File: config.mk
export PLATFORM = sky130hd
export DESIGN_NAME = rr_arbiter_4
export DESIGN_NICKNAME = d
export VERILOG_FILES = /design/src/rtl/rr_arbiter_4_pkg.sv /design/src/rtl/rr_pick_4.sv /design/src/rtl/rr_arbiter_4.sv
export SDC_FILE = /design/constraint.sdc
export NUM_CORES = 1
export LEC_CHECK = 0
export CAP_MARGIN = 20
export CORE_UTILIZATION = 53
export CTS_BUF_LIST = sky130_fd_sc_hd__clkbuf_8 sky130_fd_sc_hd__clkbuf_16
export DETAILED_ROUTE_END_ITERATION = 8
export PLACE_DENSITY = 0.9
export SYNTH_ARGS = -nofsm -noshare
export SYNTH_HDL_FRONTEND = slang
export SYNTH_SLANG_ARGS = --single-unit
File: constraint.sdc
create_clock -name clk -period 5.1 [get_ports clk]
set_input_delay 1.02 -clock clk [delete_from_list [all_inputs] [get_ports clk]]
set_output_delay 1.02 -clock clk [all_outputs]
set_load 0.05 [all_outputs]
File: src/rtl/rr_arbiter_4_pkg.sv
//------------------------------------------------------------------------------
// Module  : rr_arbiter_4_pkg
// Brief   : Shared types, sizes and the 4-to-2 encoder for the 4-way arbiter.
// Rev     : 1.0  initial release
//------------------------------------------------------------------------------
`default_nettype none

package rr_arbiter_4_pkg;

  localparam int REQ_N = 4;
  localparam int IDXW  = 2;

  typedef enum logic {
    IDLE = 1'b0,
    BUSY = 1'b1
  } state_t;

  // Lowest set bit wins, so a one-hot input yields its plain binary index.
  function automatic logic [IDXW-1:0] enc4to2(input logic [REQ_N-1:0] v);
    logic [IDXW-1:0] r;
    r = '0;
    for (int i = REQ_N - 1; i >= 0; i--) begin
      if (v[i]) r = IDXW'(i);
    end
    return r;
  endfunction

endpackage

`default_nettype wire

File: src/rtl/rr_pick_4.sv
//------------------------------------------------------------------------------
// Module  : rr_pick_4
// Brief   : Combinational rotating priority pick: search from i_start upward.
// Rev     : 1.0  initial release
//------------------------------------------------------------------------------
`default_nettype none

module rr_pick_4
  import rr_arbiter_4_pkg::*;
(
  input  logic [REQ_N-1:0] i_req,
  input  logic [IDXW-1:0]  i_start,
  output logic             o_hit,
  output logic [IDXW-1:0]  o_idx,
  output logic [REQ_N-1:0] o_onehot
);

  logic [2*REQ_N-1:0] w_dbl;
  logic [REQ_N-1:0]   w_rot;
  logic [IDXW-1:0]    w_off;

  // Doubling the vector turns the rotate into a plain part-select.
  assign w_dbl    = {i_req, i_req};
  assign w_rot    = w_dbl[i_start +: REQ_N];
  assign w_off    = enc4to2(w_rot);
  assign o_hit    = |i_req;
  assign o_idx    = i_start + w_off;
  assign o_onehot = o_hit ? (REQ_N'(1) << o_idx) : '0;

endmodule

`default_nettype wire

File: src/rtl/rr_arbiter_4.sv
//------------------------------------------------------------------------------
// Module  : rr_arbiter_4
// Brief   : Hold-limited round-robin arbiter for four requesters, registered out.
// Rev     : 1.0  initial release
//------------------------------------------------------------------------------
`default_nettype none

module rr_arbiter_4
  import rr_arbiter_4_pkg::*;
#(
  parameter int MAX_HOLD = 4,
  parameter int CNTW     = 4
) (
  input  logic             clk,
  input  logic             rst,
  input  logic [REQ_N-1:0] req,
  output logic [REQ_N-1:0] grant,
  output logic [IDXW-1:0]  grant_idx,
  output logic             grant_valid
);

  localparam logic [CNTW-1:0] c_max_hold = CNTW'(MAX_HOLD);

  state_t            r_state, w_state;
  logic [IDXW-1:0]   r_last,  w_last;
  logic [CNTW-1:0]   r_hold,  w_hold;
  logic [REQ_N-1:0]  r_grant, w_grant;
  logic [IDXW-1:0]   r_idx,   w_idx;
  logic              r_valid, w_valid;

  logic              w_hit;
  logic [IDXW-1:0]   w_pick_idx;
  logic [REQ_N-1:0]  w_pick_onehot;
  logic              w_keep;

  // Search starts just past the last owner, so the owner is considered last.
  rr_pick_4 u_pick (
    .i_req    (req),
    .i_start  (r_last + IDXW'(1)),
    .o_hit    (w_hit),
    .o_idx    (w_pick_idx),
    .o_onehot (w_pick_onehot)
  );

  assign w_keep = (r_state == BUSY) && req[r_last] && (r_hold < c_max_hold);

  always_comb begin
    w_state = r_state;
    w_last  = r_last;
    w_hold  = r_hold;
    w_grant = r_grant;
    w_idx   = r_idx;
    w_valid = r_valid;
    if (w_keep) begin
      w_hold = r_hold + CNTW'(1);
    end else if (w_hit) begin
      w_state = BUSY;
      w_last  = w_pick_idx;
      w_hold  = CNTW'(1);
      w_grant = w_pick_onehot;
      w_idx   = w_pick_idx;
      w_valid = 1'b1;
    end else begin
      w_state = IDLE;
      w_hold  = '0;
      w_grant = '0;
      w_idx   = '0;
      w_valid = 1'b0;
    end
  end

  always_ff @(posedge clk or posedge rst) begin
    if (rst) begin
      r_state <= IDLE;
      r_last  <= IDXW'(REQ_N - 1);
      r_hold  <= '0;
      r_grant <= '0;
      r_idx   <= '0;
      r_valid <= 1'b0;
    end else begin
      r_state <= w_state;
      r_last  <= w_last;
      r_hold  <= w_hold;
      r_grant <= w_grant;
      r_idx   <= w_idx;
      r_valid <= w_valid;
    end
  end

  assign grant       = r_grant;
  assign grant_idx   = r_idx;
  assign grant_valid = r_valid;

endmodule

`default_nettype wire

==> Word level (Yosys, flattened, before mapping) <==
Cells that the tools add are included.
{ "word_totals": {"memories": 0, "ff_bits": 13, "mem_bits_ro": 0, "ram_bits": 0, "latchBits": 0, "elab_cells": 28} }
{ "op_classes": {"reduce_logical": 4, "muxes": 11, "n_bitwise": 1, "n_lt_le_gt_ge": 2, "eq_ne": 0, "n_mul": 0, "n_addsub": 3, "n_div": 0, "shift": 2} }
{ "ops": {"columns": ["operator", "n"], "rows": [
  ["$mux W2", 5],
  ["$mux W4", 2],
  ["$shiftx A8 B3 Y4", 1],
  ["$add A4 B1 Y4 const B", 1],
  ["$lt A4 B3 Y1 const B", 1],
  ["$reduce_or A4 Y1", 1],
  ["$shl A1 B2 Y4 const A", 1],
  ["$lt A2 B3 Y1 const B", 1],
  ["$mux W1", 3],
  ["$add A2 B1 Y2 const B", 1],
  ["$add A2 B2 Y2", 1],
  ["$bmux W1 S2", 1],
  ["$logic_and A1 B1 Y1", 2],
  ["$reduce_and A2 Y1", 1],
  ["$not A1 Y1", 1]
]} }

==> Depth between registers and ports, before layout <==
Gate-level depths: netlist of the first run.
{ "depth": {"word_depth": 9, "depth_mapped": 9, "depth_no_buf": 8} }

==> Hierarchy <==
Synthesis of the first run repeated with hierarchy kept, for this count alone.
{ "hier_totals": {"hier_cells": 88, "area_unflattened_um2": 899.6} }
{ "by_module_without_submodules": {"columns": ["mod", "cells_per_inst", "instances", "seq_area_each_um2", "area_per_inst_um2"], "rows": [
  ["rr_arbiter_4", 47, 1, 327.8, 578.1],
  ["rr_pick_4", 41, 1, 0.0, 321.6]
]} }

==> Least setup slack after synthesis of the first run <==
OpenSTA, ideal clock, no wires.
{ "synth_timing": {"kind": "input to register", "start": "input req[0]", "end": "register r_grant[3] (netlist: grant[3])", "arrival_time_ps": 2396, "slack_ps": 2636, "stages": 8, "required_time_ps": 5032, "cell_sequence": "buf_6 o21ai_0 a21oi_1 o31a_1 ha_1 xnor2_1 xnor2_1 a32o_1"} }
{ "synth_via": {"elab_chain_len": 8, "elab_cells_between_ends": 13, "cone_classes": "1 x add/sub; 2 x shift; 7 x mux; 3 x reduce/logical"} }
{ "synth_rtl": {"columns": ["item", "line_no", "source"], "rows": [
  ["from (decl)", "rr_arbiter_4.sv:16", "input logic [REQ_N-1:0] req,"],
  ["$shiftx A8 B3 Y4", "rr_pick_4.sv:24", "assign w_rot = w_dbl[i_start +: REQ_N];"],
  ["$mux W2 (4 in a row)", "rr_arbiter_4_pkg.sv:23", "if (v[i]) r = IDXW'(i);"],
  ["$add A2 B2 Y2", "rr_pick_4.sv:27", "assign o_idx = i_start + w_off;"],
  ["$shl A1 B2 Y4", "rr_pick_4.sv:28", "assign o_onehot = o_hit ? (REQ_N'(1) << o_idx) : '0;"],
  ["$mux W4", "rr_arbiter_4.sv:56", "end else if (w_hit) begin"],
  ["to (signal assigned)", "rr_arbiter_4.sv:84", "r_grant <= w_grant;"],
  ["to (decl)", "rr_arbiter_4.sv:27", "logic [REQ_N-1:0] r_grant, w_grant;"]
]} }
Several ways; a longest one is shown, not always the timed one. The select of a mux whose other input is x is not followed.
A chain may end at the register's enable or synchronous reset.

==> Final worst setup path of the first run <==
{ "layout_timing": {"start": "input req[1]", "end": "register r_last[1]"} }
{ "layout_via": {"elab_chain_len": 6, "elab_cells_between_ends": 13, "cone_classes": "1 x add/sub; 1 x shift; 6 x mux; 1 x bitwise; 4 x reduce/logical"} }
{ "layout_rtl": {"columns": ["item", "line_no", "source"], "rows": [
  ["$shiftx A8 B3 Y4 or $bmux W1 S2 (tied branches)", "rr_pick_4.sv:24, rr_arbiter_4.sv:45", null],
  ["$mux W2 or $mux W1 (tied branches)", "rr_arbiter_4_pkg.sv:23, rr_arbiter_4.sv:45", null],
  ["$mux W2 or $logic_and A1 B1 Y1 (tied branches) (2 in a row)", "rr_arbiter_4_pkg.sv:23, rr_arbiter_4.sv:45", null],
  ["$mux W2 or $not A1 Y1 (tied branches)", null, null],
  ["$add A2 B2 Y2 or $reduce_and A2 Y1 (tied branches)", null, null],
  ["to (signal assigned)", "rr_arbiter_4.sv:75", "r_last <= IDXW'(REQ_N - 1);"],
  ["to (signal assigned)", "rr_arbiter_4.sv:82", "r_last <= w_last;"],
  ["to (decl)", "rr_arbiter_4.sv:25", "logic [IDXW-1:0] r_last, w_last;"]
]} }
Several ways; a longest one is shown, not always the timed one. The select of a mux whose other input is x is not followed.

==> flow_summary_export.csv, run 1 <==
group,metric,value,unit
synthesis,synth-seq-area-share,46.4,%
critical_path,critical-path-max-stage-delay,0.61,ns
clock_tree,clockRootBuffer,"clkbuf_8",
critical_path,cp_common_cell,"xnor2_1",
clock_tree,cts_setup_buffers,0,
global_route,grt_pass1_vias,457,
floorplan,die_w,38.5,um
drt,drt_iter0_markers,11,
timing,worst_slack,2.06,ns
critical_path,path_delay_family,"buffers and inverters",
drt,drcViolationCount,0,
global_route,grt_use_total,22.4,%
final_layout,area_delta_synth_final,21.9,%
clock_tree,clk_path_buf_depth,2,
clock_tree,cts_num_sinks,13,
placement,dp_hpwl,943,um
run,cap_violations,0,
timing,fin_skew,0.00433,ns
critical_path,critPathLaunchType,"input port",
hold_path,min_path_type,"reg2reg",
critical_path,path_class,"in2reg",
drt,drt_wl_total,1.32,mm
clock_tree,clk_pin_slew_worst_paths,0.05,ns
global_route,grt_antenna_before_repair,0,
synthesis,synth-seq-cells,13,
drt,vias,524,
critical_path,cp.required,5.29,ns
synthesis,avgSynthCellArea,10.7,um^2
clock_tree,cts_max_level,1,
global_route,grt_start_max_net_pins,14,
critical_path,crit_path_end_kind,"flip-flop",
drt,wl_per_cell,14.3,um
floorplan,ios,13,
final_layout,design_area,862,um^2
floorplan,die-area,1480,um^2
timing,slew_violations,0,
drt,drtPass1Iterations,4,
drt,postRouteAntennaNets,0,
timing,relSlewSlack,28.0,%
clock_tree,clk_latency,0.25,ns
final_layout,layout.nets,87,
timing,hold_viol,0,
pwr,p_per_area,703,nW/um^2
floorplan,die_h,38.5,um
timing,rsz0062_at_grt,"false",
clock_tree,tritoncts,"done",
placement,pre_cts_slack,1.79,ns
pwr,leakage,0.376,nW
floorplan,fp.coreArea,1170,um^2
placement,portBuffers,12,
clock_tree,cts_made_buffers,3,
placement,routabilityCongestion,0.719,
critical_path,slowest_stage,"clkdlybuf4s50_1",
final_layout,fin_util,73.6,%
clock_tree,post_cts_resized,0,
outcome,outcome,"completed",
drt,vias_per_cell,5.70,
critical_path,crit_buf_inv,2,
timing,clock.fmax,0.329,GHz
critical_path,critPathArrivalTime,3.22,ns
placement,placed_area,817,um^2
pwr,ir_drop,0.510,mV
timing,fin_tns_setup,0,ns
timing,setup_viol,0,
critical_path,path_cells,"clkdlybuf4s50_1, inv_1, o21ai_0, a21oi_1, o31a_1, ha_1, xnor2_1, xnor2_1, mux2_2",
timing,finalCriticalPeriod,3.04,ns
synthesis,syn_area,707,um^2
global_route,grt-ovfl-total,0,
synthesis,netlist_instances,66,
global_route,grt_first_pass_wirelength,2.13,mm
final_layout,n_antenna_cell,0,
timing,tightestPinTransition,1.07,ns
final_layout,drive_gt1_share,17.9,%
synthesis,syn_nets,74,
synthesis,ys_warn_count,0,
synthesis,ys_types,33,
floorplan,rows,12,
floorplan,initial_core_util,60.4,%
timing,finalCritPeriodShare,59.6,%
critical_path,cp_max_fo,8,
clock_tree,hold_buffers,0,
worst min-delay path: stages (launching register included):
cell     delay (ns)
dfrtp_1        0.34
nand2_1        0.05
nand2_1        0.05
path summary, 6_finish.rpt:
kind / startpoint / end / slack, ns / cells after the start
setup / recovery: req[1] / r_last[1]$_DFFE_PP1P_ / 2.06 / 9
max in group asynchronous: rst / r_last[1]$_DFFE_PP1P_ / 3.65 / 2
hold / removal: grant_idx[0]$_DFFE_PP0N_ / grant_idx[0]$_DFFE_PP0N_ / 0.47 / 2
setup reg to reg: r_last[1]$_DFFE_PP1P_ / r_last[1]$_DFFE_PP1P_ / 2.97 / 8
hold reg to reg: grant_idx[0]$_DFFE_PP0N_ / grant_idx[0]$_DFFE_PP0N_ / 0.47 / 2
min in group asynchronous: rst / r_hold[3]$_DFF_PP0_ / 1.10 / 2
routing by layer:
layer  GRT usage, %  wire length (um)  vias to the layer above
met5              0                 0                        -
met4           5.17                 0                        0
met3           10.5                69                        0
met2           32.1               635                       11
met1           30.7               611                      260
li1               -                 -                      253
cell usage after synthesis:
cell	instances	area, um^2
a22o_2	2	20.0
buf_6	1	11.3
a21oi_1	2	10.0
clkbuf_1	1	3.75
buf_4	1	7.51
a2bb2oi_1	1	8.76
and3_1	1	6.26
and2_1	2	12.5
dfstp_2	2	52.6
ha_1	2	25.0
nor4_1	1	6.26
inv_1	5	18.8
xnor2_1	2	17.5
nand2_1	7	26.3
o221ai_1	1	8.76
maj3_2	1	11.3
and2_2	1	7.51
a221oi_2	1	15.0
o31a_1	1	8.76
mux4_1	1	26.3
buf_2	1	5.00
nor2_4	1	11.3
a32o_1	2	20.0
nor2_1	4	15.0
o21ai_0	4	20.0
mux2_2	1	11.3
nor3_1	1	5.00
nand2b_1	1	6.26
o41ai_2	1	16.3
o31ai_1	1	7.51
dfrtp_1	11	275
nor2_2	1	6.26
conb_1	1	3.75
area by class of cell:
| type | instances | area, um^2 |
|---|---|---|
| inverters | 5 | 18.8 |
| flip-flops and latches | 13 | 328 |
| repair buffers | 12 | 120 |
| fillers | 89 | 309 |
| clock buffers | 3 | 41.3 |
| clock inverters | 1 | 3.75 |
| well taps | 14 | 17.5 |
| multi-input cells | 44 | 333 |
sequential cells by signal, indices dropped and copies added (netlist names):
name         cells
r_hold           4
grant_valid      1
grant_idx        2
r_last           2
grant            4
kinds of logic (layout without fill, tap and decap cells):
family / Yosys count / in the layout / synth area share (%)
multiplexers: 2 / 2 / 5.31
AO/OA/AOI/OAI: 16 / 16 / 19.1
flip-flops: 13 / 13 / 46.4
AND/OR/NAND/NOR: 20 / 20 / 14.5
adder cells (fa/ha/maj): 3 / 3 / 5.13
XOR/XNOR: 2 / 2 / 2.48
buffers and inverters: 9 / 21 / 6.55
other: 1 / 1 / 0.530
report_power, final:
group	switching (mW)	internal, mW
Sequential	0.0334	0.150
Combinational	0.188	0.144
Clock	0.0379	0.0532
Total	0.259	0.347
layout by cell type, fill, tap and decap left out, types with 2 or more instances in the layout:
cell	count
clkdlybuf4s50_1	12
dfrtp_1	11
nand2_1	7
inv_1	6
nor2_1	4
o21ai_0	4
clkbuf_8	3
a32o_1	2
xnor2_1	2
a22o_2	2
a21oi_1	2
and2_1	2
ha_1	2
dfstp_2	2
through the flow:
step	std cells	power, mW	hold slack [ns]
CTS	92	0.611	0.477
global route	92	0.649	0.502
floorplan	66	0.440	0.427
finish	92	0.606	0.472
detailed placement	88	0.517	0.464
global placement	88	0.504	0.443
(Power assumes the default switching activity.)
==> run 2, diff against run 1 <==
Settings changed: CORE_UTILIZATION 53 to 44, PLACE_DENSITY 0.9 to 0.81.
Clock period 5.1 ns to 2.6 ns, I/O delays scaled along.
==> run 2 against run 1 <==
Setup slack got worse by 1.8 ns; sequential share of layout area fell by 1.7 points; critical path depth did not move; largest cell class unchanged; highest routed layer is now met4.
==> flow_summary_export.csv, run 2 (synthesized netlist as in run 1, its figures left out) <==
group,metric,value,unit
critical_path,path_cells,"clkdlybuf4s50_1, inv_1, o21ai_0, a21oi_1, o31a_1, ha_1, xnor2_1, xnor2_1, a32o_1",
final_layout,n_fill_cell,129,
final_layout,final_cell_mix,"12 x clkdlybuf4s50_1, 11 x dfrtp_1, 7 x nand2_1",
final_layout,layout.cells.most_common,"clkdlybuf4s50_1",
hold_path,whs_endpoint,"r_hold[0]$_DFF_PP0_",
outcome,outcome,"completed",
critical_path,slowest_stage,"clkdlybuf4s50_1",
timing,hold_viol,0,
drt,wl_met1,652,um
critical_path,cp_common_cell,"xnor2_1",
floorplan,rows,14,
clock_tree,cts_made_buffers,3,
clock_tree,tritoncts,"done",
critical_path,critPathArrivalTime,2.53,ns
global_route,grt_use_total,16.5,%
drt,drt_wl_total,1.30,mm
final_layout,layout.nets,92,
drt,drcViolationCount,0,
floorplan,fp.coreArea,1510,um^2
critical_path,crit_path_end_kind,"flip-flop",
hold_path,hp-start,"r_hold[0]$_DFF_PP0_",
clock_tree,clockRootBuffer,"clkbuf_8",
timing,relSlewSlack,66.6,%
critical_path,r2r_cells,8,
final_layout,area_delta_synth_final,27.6,%
final_layout,fin_util,59.9,%
floorplan,initial_core_util,46.9,%
clock_tree,clk_pin_slew_worst_paths,0.05,ns
timing,finalCritPeriodShare,90.7,%
timing,rsz0062_at_grt,"false",
clock_tree,clk_path_buf_depth,2,
floorplan,die-area,1770,um^2
final_layout,n_antenna_cell,0,
hold_path,hold_depth,1,
clock_tree,cts_max_level,1,
global_route,grt_first_pass_wirelength,2.17,mm
hold_path,min_path_type,"reg2reg",
critical_path,cp.required,2.77,ns
critical_path,cp_max_fo,6,
clock_tree,post_cts_resized,0,
drt,postRouteAntennaNets,0,
drt,drt_iter0_markers,16,
critical_path,critical-path-max-stage-delay,0.50,ns
final_layout,design_area,902,um^2
critical_path,critPathLaunchType,"input port",
placement,placed_area,857,um^2
global_route,grt_antenna_before_repair,0,
timing,slew_violations,0,
critical_path,path_class,"in2reg",
drt,vias_per_cell,5.39,
drt,topRoutingLayerUsed,"met4",
pwr,ir_drop,0.910,mV
clock_tree,cts_num_sinks,13,
drt,vias,534,
run,cap_violations,0,
clock_tree,hold_buffers,0,
drt,route.met3.wl,34,um
clock_tree,clk_latency,0.24,ns
final_layout,drive_gt1_share,22.9,%
global_route,grt_pass1_vias,504,
placement,routabilityCongestion,0.796,
timing,clock.fmax,0.424,GHz
timing,tightestPinTransition,0.499,ns
drt,drtPass1Iterations,3,
timing,fin_skew,0.00326,ns
critical_path,timing.rr.end,"grant[3]$_DFFE_PP0N_",
pwr,leakage,0.401,nW
drt,routed-wl-met2,597,um
placement,portBuffers,12,
placement,dp_hpwl,989,um
critical_path,ff2ff_setup_slack,0.48,ns
global_route,grt_start_max_net_pins,14,
critical_path,r2r-start,"r_last[1]$_DFFE_PP1P_",
drt,wl_per_cell,13.2,um
clock_tree,cts_setup_buffers,0,
global_route,grt-ovfl-total,0,
timing,finalCriticalPeriod,2.36,ns
timing,setup_viol,0,
pwr,p_per_area,1320,nW/um^2
floorplan,die_h,42.1,um
floorplan,ios,13,
floorplan,die_w,42.1,um
==> run 2: changes by cell type in the layout (fill, tap and decap cells not counted) <==
cell and delta:
buf_4 +5
==> run 2: layout make-up <==
| type | count | area [um^2] | share of cell area (%) |
|---|---|---|---|
| Timing Repair Buffer | 17 | 158 | 17.5 |
| Tap cell | 16 | 20.0 | 2.22 |
| Multi-Input combinational cell | 44 | 333 | 36.9 |
| Clock inverter | 1 | 3.75 | 0.416 |
| Clock buffer | 3 | 41.3 | 4.58 |
| Inverter | 5 | 18.8 | 2.08 |
| Sequential cell | 13 | 328 | 36.3 |
==> run 2: worst max-delay path by stage <==
| stage | start | end | slack [ns] | cells after the start |
|---|---|---|---|---|
| floorplan | r_last[1]$_DFFE_PP1P_ | grant[3]$_DFFE_PP0N_ | 0.63 | 9 |
| global placement | req[1] | grant[1]$_DFFE_PP0N_ | 0.03 | 9 |
| detailed placement | req[1] | grant[1]$_DFFE_PP0N_ | -0.007 | 9 |
| CTS | req[1] | grant[1]$_DFFE_PP0N_ | 0.25 | 9 |
| global route | req[1] | grant[3]$_DFFE_PP0N_ | 0.05 | 9 |
| finish | req[1] | grant[3]$_DFFE_PP0N_ | 0.24 | 9 |
==> run 2: critical path: cells and delay by family <==
kind | cells | cell delay [ns]
xor+xnor | 2 | 0.52
compound gates | 4 | 0.74
fa+ha+maj | 1 | 0.19
buf+inv | 2 | 0.56
==> run 2: routing by layer <==
| metal | GRT usage (%) | vias to the layer above |
|---|---|---|
| met5 | 0 | - |
| met4 | 5.63 | 0 |
| met3 | 5.17 | 2 |
| met2 | 23.4 | 10 |
| met1 | 23.9 | 257 |
| li1 | - | 265 |
==> run 2: stage by stage <==
stage	setup TNS (ns)	power (mW)	hold WS (ns)	cells	setup slack, ns
3_5_place_dp	-0.00993	1.02	0.443	95	-0.00672
5_1_grt	0	1.27	0.470	99	0.0550
4_1_cts	0	1.20	0.451	99	0.248
3_3_place_gp	0	1.00	0.439	95	0.0297
2_1_floorplan	0	0.863	0.396	66	0.628
6_report	0	1.19	0.448	99	0.241
==> run 2: report_power, final <==
group          internal [mW]  leakage (nW)  total, mW  switching [mW]
Combinational          0.292         0.219      0.658           0.366
Sequential             0.295         0.155      0.359          0.0641
Clock                  0.104        0.0269      0.172          0.0681
Total                  0.691         0.401       1.19           0.498
==> run 3, diff against run 2 <==
Settings changed: CORE_MARGIN set to 2, CTS_BUF_LIST sky130_fd_sc_hd__clkbuf_8 sky130_fd_sc_hd__clkbuf_16 to not set.
==> run 3 against run 2 <==
Cell count unchanged; clock-buffer cell count up 1; sequential power about the same; routed wire length up 0.92%; global-route usage decreased by 0.79 points; maximum frequency is 2.8% lower; critical path depth stayed put; flip-flop and latch count unchanged; clock skew is 0.0017 ns lower.
==> flow_summary_export.csv, run 3 (synthesized netlist as in run 1, its figures left out) <==
group,metric,value,unit
clock_tree,cts_num_sinks,13,
final_layout,fin_util,59.1,%
drt,drt_wl_total,1.32,mm
floorplan,die_w,44.1,um
clock_tree,clk_path_buf_depth,2,
timing,whs,0.451,ns
timing,relSlewSlack,66.5,%
floorplan,rows,14,
placement,dp_hpwl,1000,um
pwr,ir_drop,0.719,mV
placement,routabilityCongestion,0.768,
floorplan,die_h,44.1,um
pwr,p_per_area,1310,nW/um^2
critical_path,cp_max_fo,6,
drt,drt_iter0_markers,9,
floorplan,die-area,1940,um^2
placement,post-place-cells,95,
timing,clock.fmax,0.412,GHz
final_layout,drive_gt1_share,24.1,%
clock_tree,clockRootBuffer,"clkbuf_4",
critical_path,crit_path_end_kind,"flip-flop",
timing,fin_skew,0.00160,ns
timing,setup_viol,0,
critical_path,cp.required,2.77,ns
critical_path,critPathArrivalTime,2.60,ns
critical_path,critical-path-max-stage-delay,0.58,ns
outcome,outcome,"completed",
drt,drcViolationCount,0,
global_route,grt_start_max_net_pins,14,
final_layout,multi_input_area,340,um^2
pwr,leakage,0.395,nW
critical_path,slowest_stage,"clkdlybuf4s50_1",
floorplan,fp.coreArea,1510,um^2
final_layout,finalNonFillerCells,99,
timing,tightestPinTransition,0.500,ns
placement,pre_cts_slack,-0.173,ns
timing,rsz0062_at_grt,"false",
drt,drtPass1Iterations,4,
timing,slew_violations,0,
clock_tree,tritoncts,"done",
drt,vias,544,
hold_path,min_path_type,"reg2reg",
floorplan,initial_core_util,46.9,%
final_layout,final_cell_mix,"12 x clkdlybuf4s50_1, 11 x dfrtp_1, 7 x nand2_1",
critical_path,path_delay_family,"compound AO/OA/AOI/OAI gates",
global_route,grt_pass1_vias,525,
critical_path,ff2ff_setup_slack,0.49,ns
timing,worst_slack,0.171,ns
drt,vias_per_cell,5.49,
global_route,grt_use_total,15.7,%
placement,placed_area,857,um^2
final_layout,layout.cells.most_common,"clkdlybuf4s50_1",
clock_tree,cts_max_level,1,
critical_path,path_class,"in2reg",
final_layout,area_delta_synth_final,26.0,%
timing,hold_viol,0,
drt,postRouteAntennaNets,0,
pwr,p_total,1.17,mW
floorplan,ios,13,
final_layout,n_antenna_cell,0,
drt,wl_per_cell,13.3,um
clock_tree,clk_latency,0.27,ns
placement,portBuffers,12,
critical_path,crit_buf_inv,2,
final_layout,design_area,891,um^2
critical_path,path_cells,"clkdlybuf4s50_1, inv_1, o21ai_0, a21oi_1, o31a_1, ha_1, xnor2_1, xnor2_2, o41ai_2",
critical_path,critPathLaunchType,"input port",
final_layout,regArea,328,um^2
clock_tree,clk_pin_slew_worst_paths,0.08,ns
global_route,grt_antenna_before_repair,0,
timing,fin_tns_setup,0,ns
global_route,grt_first_pass_wirelength,2.24,mm
clock_tree,cts_made_buffers,3,
timing,finalCriticalPeriod,2.43,ns
global_route,grt-ovfl-total,0,
run,cap_violations,0,
final_layout,n_fill_cell,129,
timing,finalCritPeriodShare,93.4,%
final_layout,layout.nets,92,
## run 3: changes by cell type in the layout (fill, tap and decap cells not counted), sizes merged
cell    delta
clkbuf     +1
inv        -1
## run 3: cell type report
cell class,instances,area share [%]
Sequential cell,13,36.8
Inverter,5,2.11
Tap cell,16,2.25
Timing Repair Buffer,17,17.7
Clock buffer,4,2.95
Multi-Input combinational cell,44,38.2
## run 3: worst paths after layout
path                                         endpoint                   from  cells after the start
worst max-delay path             grant[0]$_DFFE_PP0N_                 req[1]                      9
worst min-delay path              r_hold[0]$_DFF_PP0_    r_hold[0]$_DFF_PP0_                      1
worst max register to register   grant[0]$_DFFE_PP0N_  r_last[1]$_DFFE_PP1P_                      8
worst min register to register    r_hold[0]$_DFF_PP0_    r_hold[0]$_DFF_PP0_                      1
max in group asynchronous       r_last[0]$_DFFE_PP1P_                    rst                      2
min in group asynchronous         r_hold[2]$_DFF_PP0_                    rst                      2
## run 3: worst reg2reg max path: cells and delay by family (launching register included)
family	cells	cell delay, ns
fa+ha+maj	1	0.19
flops	1	0.62
buf+inv	1	0.08
compound gates	4	0.73
xor+xnor	2	0.40
## run 3: per-layer routing
layer	track usage (%)	vias to the layer above	share of wire (%)
li1	-	266	-
met1	20.5	270	46
met2	25.6	6	52
met3	2.45	2	1.7
met4	7.27	0	0.99
met5	0	-	0
## run 3: power by group
group          total, mW  switching, mW  internal, mW
combinational      0.685          0.379         0.307
sequential         0.356         0.0619         0.294
clock              0.126         0.0663        0.0594
## run 3: repair_timing
action                                  4_1_cts  5_1_grt
hold buffers                                  0        0
endpoints found under the setup margin        0        5
buffers inserted                              0        0
resized for setup                             0        1
